===== config.mk =====
export PLATFORM = sky130hd
export DESIGN_NAME = tri_feeder
export DESIGN_NICKNAME = d
export VERILOG_FILES = /design/src/rtl/tri_pkg.sv /design/src/rtl/tri_cull.sv /design/src/rtl/tri_feeder.sv
export SDC_FILE = /design/constraint.sdc
export NUM_CORES = 1
export LEC_CHECK = 0
export ABC_AREA = 1
export CAP_MARGIN = 20
export CORE_UTILIZATION = 50
export CTS_BUF_LIST = sky130_fd_sc_hd__clkbuf_8
export DETAILED_ROUTE_END_ITERATION = 10
export PLACE_DENSITY_LB_ADDON = 0.25
export SLEW_MARGIN = 20
export SYNTH_ARGS = -nofsm -noshare
export SYNTH_HDL_FRONTEND = slang
export SYNTH_SLANG_ARGS = --single-unit

===== constraint.sdc =====
create_clock -name clk_in -period 13.56 [get_ports clk_in]
set_input_delay 2.712 -clock clk_in [delete_from_list [all_inputs] [get_ports clk_in]]
set_output_delay 2.712 -clock clk_in [all_outputs]
set_load 0.01 [all_outputs]

===== src/rtl/tri_pkg.sv =====
// tri_pkg: shared vertex type, coordinate width, table read latency and feeder FSM states.
package tri_pkg;
    localparam int COORD_W = 9;
    localparam int RD_LAT = 2;
    typedef logic [2:0][COORD_W-1:0] vert_t;
    typedef enum logic [2:0] {IDLE, FETCH_TRI, FETCH_V, XFORM, CULL, PRESENT} state_t;

    function automatic logic [COORD_W-1:0] clamp_add(input logic [COORD_W-1:0] a, input logic [COORD_W-1:0] b,
                                                      input logic [COORD_W:0] lim);
        logic [COORD_W:0] s;
        s = {1'b0, a} + {1'b0, b};
        return s > lim ? lim[COORD_W-1:0] : s[COORD_W-1:0];
    endfunction
endpackage


===== src/rtl/tri_cull.sv =====
// tri_cull: signed doubled-area of a screen triangle; registers a flag when the area is zero or negative.
module tri_cull
    import tri_pkg::*;
(
    input  logic  clk,
    input  logic  rst,
    input  vert_t v1,
    input  vert_t v2,
    input  vert_t v3,
    output logic  culled
);
    logic signed [20:0] dx2, dy2, dx3, dy3, area;

    // 21 bits hold the full product range of 9-bit coordinates without overflow
    assign dx2 = 21'(v2[2]) - 21'(v1[2]);
    assign dy2 = 21'(v2[1]) - 21'(v1[1]);
    assign dx3 = 21'(v3[2]) - 21'(v1[2]);
    assign dy3 = 21'(v3[1]) - 21'(v1[1]);
    assign area = dx2 * dy3 - dx3 * dy2;

    always_ff @(posedge clk or posedge rst)
        if (rst) culled <= 1'b0;
        else culled <= area[20] || area == '0;
endmodule


===== src/rtl/tri_feeder.sv =====
// tri_feeder: walks the triangle table, fetches/offsets/clamps vertices and hands them to a rasterizer.
// Define BACKFACE_CULL_EN to skip back-facing triangles (the last triangle of an object is always presented).
module tri_feeder
    import tri_pkg::*;
#(
    parameter int WIDTH     = 240,
    parameter int HEIGHT    = 240,
    parameter int NUM_TRIS  = 64,
    parameter int NUM_VERTS = 64
) (
    input  logic                           clk_in,
    input  logic                           rst_in,
    input  logic                           start_in,
    input  logic [8:0]                     x_off_in,
    input  logic [8:0]                     y_off_in,
    output logic [$clog2(NUM_TRIS)-1:0]    tri_addr_out,
    input  logic [3*$clog2(NUM_VERTS)-1:0] tri_data_in,
    output logic [$clog2(NUM_VERTS)-1:0]   vert_addr_out,
    input  logic [26:0]                    vert_data_in,
    output vert_t                          vert1_out,
    output vert_t                          vert2_out,
    output vert_t                          vert3_out,
    output logic                           valid_tri_out,
    output logic                           obj_done_out,
    input  logic                           ready_in,
    output logic                           busy_out
);
    localparam int TW = $clog2(NUM_TRIS);
    localparam int VW = $clog2(NUM_VERTS);
    localparam int LIM_W = COORD_W + 1;
    localparam logic [LIM_W-1:0] XLIM = LIM_W'(WIDTH - 1);
    localparam logic [LIM_W-1:0] YLIM = LIM_W'(HEIGHT - 1);

    state_t state, nxt;
    logic [2:0] step;
    logic [2:0][VW-1:0] tri_idx, idx;
    logic [COORD_W-1:0] x_off, y_off;
    vert_t raw [3];
    vert_t stage [3];
    logic last, culled, skip, xfer;

    assign tri_idx = tri_data_in;
    assign last = tri_addr_out == TW'(NUM_TRIS - 1);
    assign skip = culled && !last;
    assign xfer = state == PRESENT && ready_in && !skip;
    assign busy_out = state != IDLE;
    // i1 is issued straight from the table output the cycle it arrives; i2/i3 from the captured copy
    assign vert_addr_out = state != FETCH_V ? '0 : step == 3'd0 ? tri_idx[2] :
                           step == 3'd1 ? idx[1] : step == 3'd2 ? idx[0] : '0;

`ifdef BACKFACE_CULL_EN
    tri_cull u_cull (.clk(clk_in), .rst(rst_in), .v1(stage[0]), .v2(stage[1]), .v3(stage[2]), .culled(culled));
`else
    assign culled = 1'b0;
`endif

    always_ff @(posedge clk_in or posedge rst_in)
        if (rst_in) state <= IDLE;
        else state <= nxt;

    always_comb begin
        nxt = state;
        case (state)
            IDLE:      nxt = start_in ? FETCH_TRI : IDLE;
            FETCH_TRI: nxt = step == 3'(RD_LAT - 1) ? FETCH_V : FETCH_TRI;
            FETCH_V:   nxt = step == 3'(RD_LAT + 2) ? XFORM : FETCH_V;
            XFORM:     nxt = CULL;
            CULL:      nxt = PRESENT;
            PRESENT:   nxt = (skip || ready_in) ? (last ? IDLE : FETCH_TRI) : PRESENT;
            default:   nxt = IDLE;
        endcase
    end

    always_ff @(posedge clk_in or posedge rst_in) begin
        if (rst_in) begin
            step <= '0;
            tri_addr_out <= '0;
            idx <= '0;
            x_off <= '0;
            y_off <= '0;
            valid_tri_out <= 1'b0;
            obj_done_out <= 1'b0;
            vert1_out <= '0;
            vert2_out <= '0;
            vert3_out <= '0;
            for (int k = 0; k < 3; k++) begin
                raw[k] <= '0;
                stage[k] <= '0;
            end
        end else begin
            step <= nxt != state ? 3'd0 : step + 3'd1;
            valid_tri_out <= xfer;
            obj_done_out <= xfer && last;
            if (state == IDLE && start_in) begin
                x_off <= x_off_in;
                y_off <= y_off_in;
                tri_addr_out <= '0;
            end
            if (state == PRESENT && nxt == FETCH_TRI) tri_addr_out <= tri_addr_out + 1'b1;
            if (state == FETCH_V && step == 3'd0) idx <= tri_idx;
            for (int k = 0; k < 3; k++) begin
                if (state == FETCH_V && step == 3'(RD_LAT + k)) raw[k] <= vert_data_in;
                if (state == XFORM)
                    stage[k] <= {clamp_add(raw[k][2], x_off, XLIM), clamp_add(raw[k][1], y_off, YLIM), raw[k][0]};
            end
            if (xfer) begin
                vert1_out <= stage[0];
                vert2_out <= stage[1];
                vert3_out <= stage[2];
            end
        end
    end
endmodule


# Yosys cells after proc, flatten, opt, wreduce, memory -nomap -nowiden
# Cells that the tools add are included.
dict set report op_classes {
  addsub 8
  n_lt_le_gt_ge 6
  n_eq_ne 13
  mux 19
  n_reduce_logical 12
}
# op count
set op_table {}
lappend op_table {{9-bit by 9-bit adder with 10-bit output} 6}
lappend op_table {{10-bit by 8-bit greater-than comparator with 1-bit output, second input constant} 6}
lappend op_table {{9-bit 2-to-1 mux} 6}
lappend op_table {{6-bit 2-to-1 mux} 6}
lappend op_table {{3-bit case mux with 6 select lines} 1}
lappend op_table {{3-bit by 2-bit equality test with 1-bit output, second input constant} 4}
lappend op_table {{3-bit by 1-bit equality test with 1-bit output, second input constant} 3}
lappend op_table {{3-bit equality test, second input constant} 3}
lappend op_table {{1-bit logical AND} 8}
lappend op_table {{6-bit by 1-bit adder with 6-bit output, second input constant} 1}
lappend op_table {{6-bit equality test, second input constant} 1}
lappend op_table {{3-bit zero test} 2}
lappend op_table {{3-bit 2-to-1 mux} 2}
lappend op_table {{3-bit by 1-bit adder with 3-bit output, second input constant} 1}
lappend op_table {{1-bit 2-to-1 mux} 3}
lappend op_table {{3-bit by 2-bit != test with 1-bit output, second input constant} 1}
lappend op_table {{3-bit != test} 1}
lappend op_table {{3-bit nonzero test} 1}
lappend op_table {{2-bit 2-to-1 mux} 1}
lappend op_table {{2-bit nonzero test} 1}
dict set report word_totals {
  regBits 287
}

# Depth between registers and ports, before layout
dict set report logic_depth {
  ltp_word 7
  depth_mapped 13
}

# Least setup slack after synthesis
# OpenSTA, ideal clock, no wires.
dict set report synth_timing {
  path_kind {input -> output}
  start {in tri_data_in[12]}
  end {out vert_addr_out[0]}
  arrival_ps 3023
  t_required_ps 10848
  path_slack_ps 7825
  cell_stages 2
  path_cell_list {o21ai_0 a31oi_1}
}
dict set report synth_via {
  elab_chain_len 2
}
# element line_no
set synth_rtl {}
lappend synth_rtl {{from (decl)} tri_feeder.sv:17} ;# input logic [3*$clog2(NUM_VERTS)-1:0] tri_data_in,
lappend synth_rtl {{6-bit 2-to-1 mux (2 in series)} tri_feeder.sv:48} ;# assign vert_addr_out = state != FETCH_V ? '0 : step == 3'd0 ? tri_idx[2] :
lappend synth_rtl {{to (decl)} tri_feeder.sv:18} ;# output logic [$clog2(NUM_VERTS)-1:0] vert_addr_out,
# Every way passes these cells.

# Final worst setup path
dict set report layout_timing {
  start {in tri_data_in[15]}
  end {out vert_addr_out[3]}
}
# The elaborated chain is that of the path after synthesis.

==> run summary <==
==================================================================================================
Estimated wirelength of the detail-placed design                                          22180 um
# clock sinks                                                                                  287
Insertion delay to the later sink of the worst-skew pair                                   0.57 ns
Sequential-to-total area share from yosys stat                                              51.66%
Worst relative slew slack                                                                   27.39%
Required time at the worst-slack endpoint                                                 10.85 ns
Post-route core utilization                                                                 61.90%
Number of DRC violations after detailed routing                                                  0
Netlist cell types                                                                              37
Worst Hold Class                                                                      flip-flop to flip-flop
Max-capacitance violation count                                                                  0
P_leak                                                                                    8.630 nW
Total Negative Setup Slacks                                                                   0 ns
Post-synthesis cell type with the largest combined area                               sky130_fd_sc_hd__dfrtp_1
Result of the run                                                                     complete, no violations
Via count of the first global-routing pass                                                   10490
Crit-path max cell delay                                                                   0.56 ns
Maximum fanout count along the critical path                                                     1
CTS H-Tree Depth                                                                                 2
Row count                                                                                       60
Post-route clock skew                                                                   0.01506 ns
Antenna violation net count after detailed routing                                               0
Met2 routed wirelength                                                                    13360 um
Post-synthesis instance total                                                                 1668
Reg2reg setup slack                                                                       10.94 ns
Synth top area share                                                                        51.66%
Die footprint                                                                           28470 um^2
CTS max path bufs                                                                                3
CP most frequent cell                                                                 sky130_fd_sc_hd__clkdlybuf4s50_1
Antenna fix cells                                                                                0
CTS tree                                                                                      done
Routed wire length                                                                        31840 um
Die Span X                                                                                168.7 um
Peak ir drop on the vdd network                                                          0.1102 mV
Placement Cell Area                                                                     15830 um^2
Setup repair after global routing missed its margin                                          false
Average cell area after synthesis                                                       8.335 um^2
Crit path arrival time                                                                     3.98 ns
DR WL met3                                                                                 1645 um
Global-route wire length before repair                                                    52720 um
Highest routing layer actually used                                                           met4
Cell Area, Synth                                                                        13900 um^2
Overall global routing resource usage                                                       23.03%
Overall power of the completed layout                                                   0.004592 W
Antenna violations before repair                                                                 0
Clock transition time at the flip-flop clock pins of the worst setup and hold paths        0.06 ns
Critical path capture point type                                                       output port
Starting Density                                                                            51.30%
Share of the cycle needed by the critical path after routing                                49.32%
Final design instance area without fill                                                 16780 um^2
Hold Violations, Final                                                                           0
Final Max Tran Viols                                                                             0
Iter 0 DRT Violations                                                                          891
Wire length on met1                                                                       16320 um
CP startpoint kind                                                                    primary input
Final min period                                                                          6.687 ns
Wire length per cell after detailed routing                                               14.23 um
Area added between synthesis and finish                                                     20.67%
Yosys Warn Count                                                                                 0
Post-cts resize count                                                                            0
Worst path cell trace                                                                 clkdlybuf4s50_1 -> o21ai_0 -> a31oi_1 -> clkdlybuf4s50_1
Residual overflow from global routing                                                            0
TritonRoute pass-1 iters                                                                         5
Final critical-path setup slack                                                           6.873 ns
Pwr dens                                                                              273.7 nW/um^2
Maximum number of pins on one net before global-route repair                                   179
Placeable core region                                                                   27100 um^2
Number of I/O port buffers                                                                     162
Floorplan die height                                                                      168.7 um
Vias                                                                                         11250
Number of buffers inserted by hold repair at cts                                                 0
Setup Crit Path Kind                                                                  primary input to output port
Yosys reg bits                                                                                 287
Worst Tran Pin Value                                                                      1.089 ns
Total nets after synthesis                                                                    1801
Leading post-synthesis cells by cell area                                             sky130_fd_sc_hd__dfrtp_1 52%, sky130_fd_sc_hd__nand2_1 16%, sky130_fd_sc_hd__ha_1 5.4%
Achievable clock frequency                                                               149.5 MHz
Count of final setup violators                                                                   0
Per-cell via count in the routed design                                                      5.027
Top-level I/O count                                                                            163
Total number of nets in the final design                                                      1967
Clk Tree Root Cell                                                                    sky130_fd_sc_hd__clkbuf_8
Slowest cell on the critical path                                                     sky130_fd_sc_hd__clkdlybuf4s50_1
Fraction of layout cells with a size suffix above 1                                         6.542%
Number of buffers added by the clock tree synthesis step                                        47
Pre-CTS worst setup slack                                                                 6.868 ns
Number of setup buffers added after CTS                                                          0
Final weighted congestion of routability-driven global placement                            0.8768
==================================================================================================
## worst max-delay path, delay by kind of cell
kind                   cells  cell delay (ns)
AO/OA/AOI/OAI              2             0.26
buffers and inverters      2             1.01
## cells in the mapped netlist, drive strengths merged
cell type	instances
nand2	591
dfrtp	287
inv	191
o21ai	144
nor2	103
nand3	95
ha	60
buf	30
mux2	30
a21oi	29
clkbuf	23
a31oi	18
xor2	14
or2	10
nand4	8
fa	6
nor3	6
o21bai	6
nand3b	5
xnor2	5
o22ai	3
and2	2
a22oi	1
nor4	1
## registers in the layout (all words and copies together) (netlist names)
register / cells
raw: 81
stage: 81
vert1_out: 27
vert2_out: 27
vert3_out: 27
idx: 12
x_off: 9
y_off: 9
tri_addr_out: 6
state: 3
step: 3
obj_done_out: 1
valid_tri_out: 1
## power by group
| group | internal (W) | switching, W |
|---|---|---|
| registers | 0.00124 | 0.000274 |
| logic | 0.000942 | 0.00138 |
| clock network | 0.000413 | 0.000339 |
| total | 0.00260 | 0.00199 |
## metal layers
layer / vias to the layer above / track usage, %
li1: 5616 / -
met3: 48 / 3.063
met4: 0 / 6.126
met1: 5270 / 36.42
met2: 311 / 33.04
met5: - / 0
## kinds of logic (layout without fill, tap and decap cells)
kind of cell | count (synthesis) | in the layout | synth area share, %
and+or+nand+nor | 821 | 821 | 23.95
AOI/OAI and AO/OA | 201 | 201 | 7.578
adders and majority gates | 66 | 66 | 6.264
xor gates and xnor gates | 19 | 19 | 1.197
muxes | 30 | 30 | 2.430
buffers and inverters | 244 | 441 | 6.921
DFF | 287 | 287 | 51.66
## stage by stage
| step | hold slack (ns) | std cells |
|---|---|---|
| after global placement | 0.4535 | 2157 |
| final | 0.4646 | 2237 |
| after CTS | 0.4678 | 2237 |
| after floorplan | 0.4422 | 1668 |
| after global routing | 0.4777 | 2237 |
| after detailed placement | 0.4517 | 2157 |
## worst paths after layout
| kind | start | endpoint | cells after the start |
|---|---|---|---|
| worst max register to register | y_off[0]$_DFFE_PP0P_ | stage[37]$_DFFE_PP0N_ | 10 |
| worst min register to register | raw[56]$_DFFE_PP0P_ | stage[56]$_DFFE_PP0N_ | 2 |
| worst min-delay path | raw[56]$_DFFE_PP0P_ | stage[56]$_DFFE_PP0N_ | 2 |
| worst max-delay path | tri_data_in[15] | vert_addr_out[3] | 4 |
| min in group asynchronous | rst_in | vert2_out[6]$_DFFE_PP0P_ | 2 |
| max in group asynchronous | rst_in | stage[39]$_DFFE_PP0N_ | 3 |
## cells in the final DEF, fill, tap and decap left out, types with 9 or more instances in the layout
cell / n
sky130_fd_sc_hd__a21oi_1: 28
sky130_fd_sc_hd__a31oi_1: 18
sky130_fd_sc_hd__clkbuf_8: 56
sky130_fd_sc_hd__clkdlybuf4s50_1: 162
sky130_fd_sc_hd__dfrtp_1: 287
sky130_fd_sc_hd__ha_1: 60
sky130_fd_sc_hd__inv_1: 199
sky130_fd_sc_hd__mux2_1: 10
sky130_fd_sc_hd__mux2_2: 20
sky130_fd_sc_hd__nand2_1: 588
sky130_fd_sc_hd__nand3_1: 95
sky130_fd_sc_hd__nor2_1: 96
sky130_fd_sc_hd__o21ai_0: 112
sky130_fd_sc_hd__o21ai_1: 32
sky130_fd_sc_hd__or2_2: 9
sky130_fd_sc_hd__xor2_1: 14
## final cells by class
cell class | instances | area (um^2)
inverter | 191 | 725.7
tap | 372 | 465.4
sequential | 287 | 7182
timing repair buffer | 170 | 1694
clock buffer | 56 | 770.7
clock inverter | 24 | 172.7
fill | 2401 | 10320
multi-input combinational | 1137 | 5766
No activity file was read; power rests on OpenSTA's default activity.
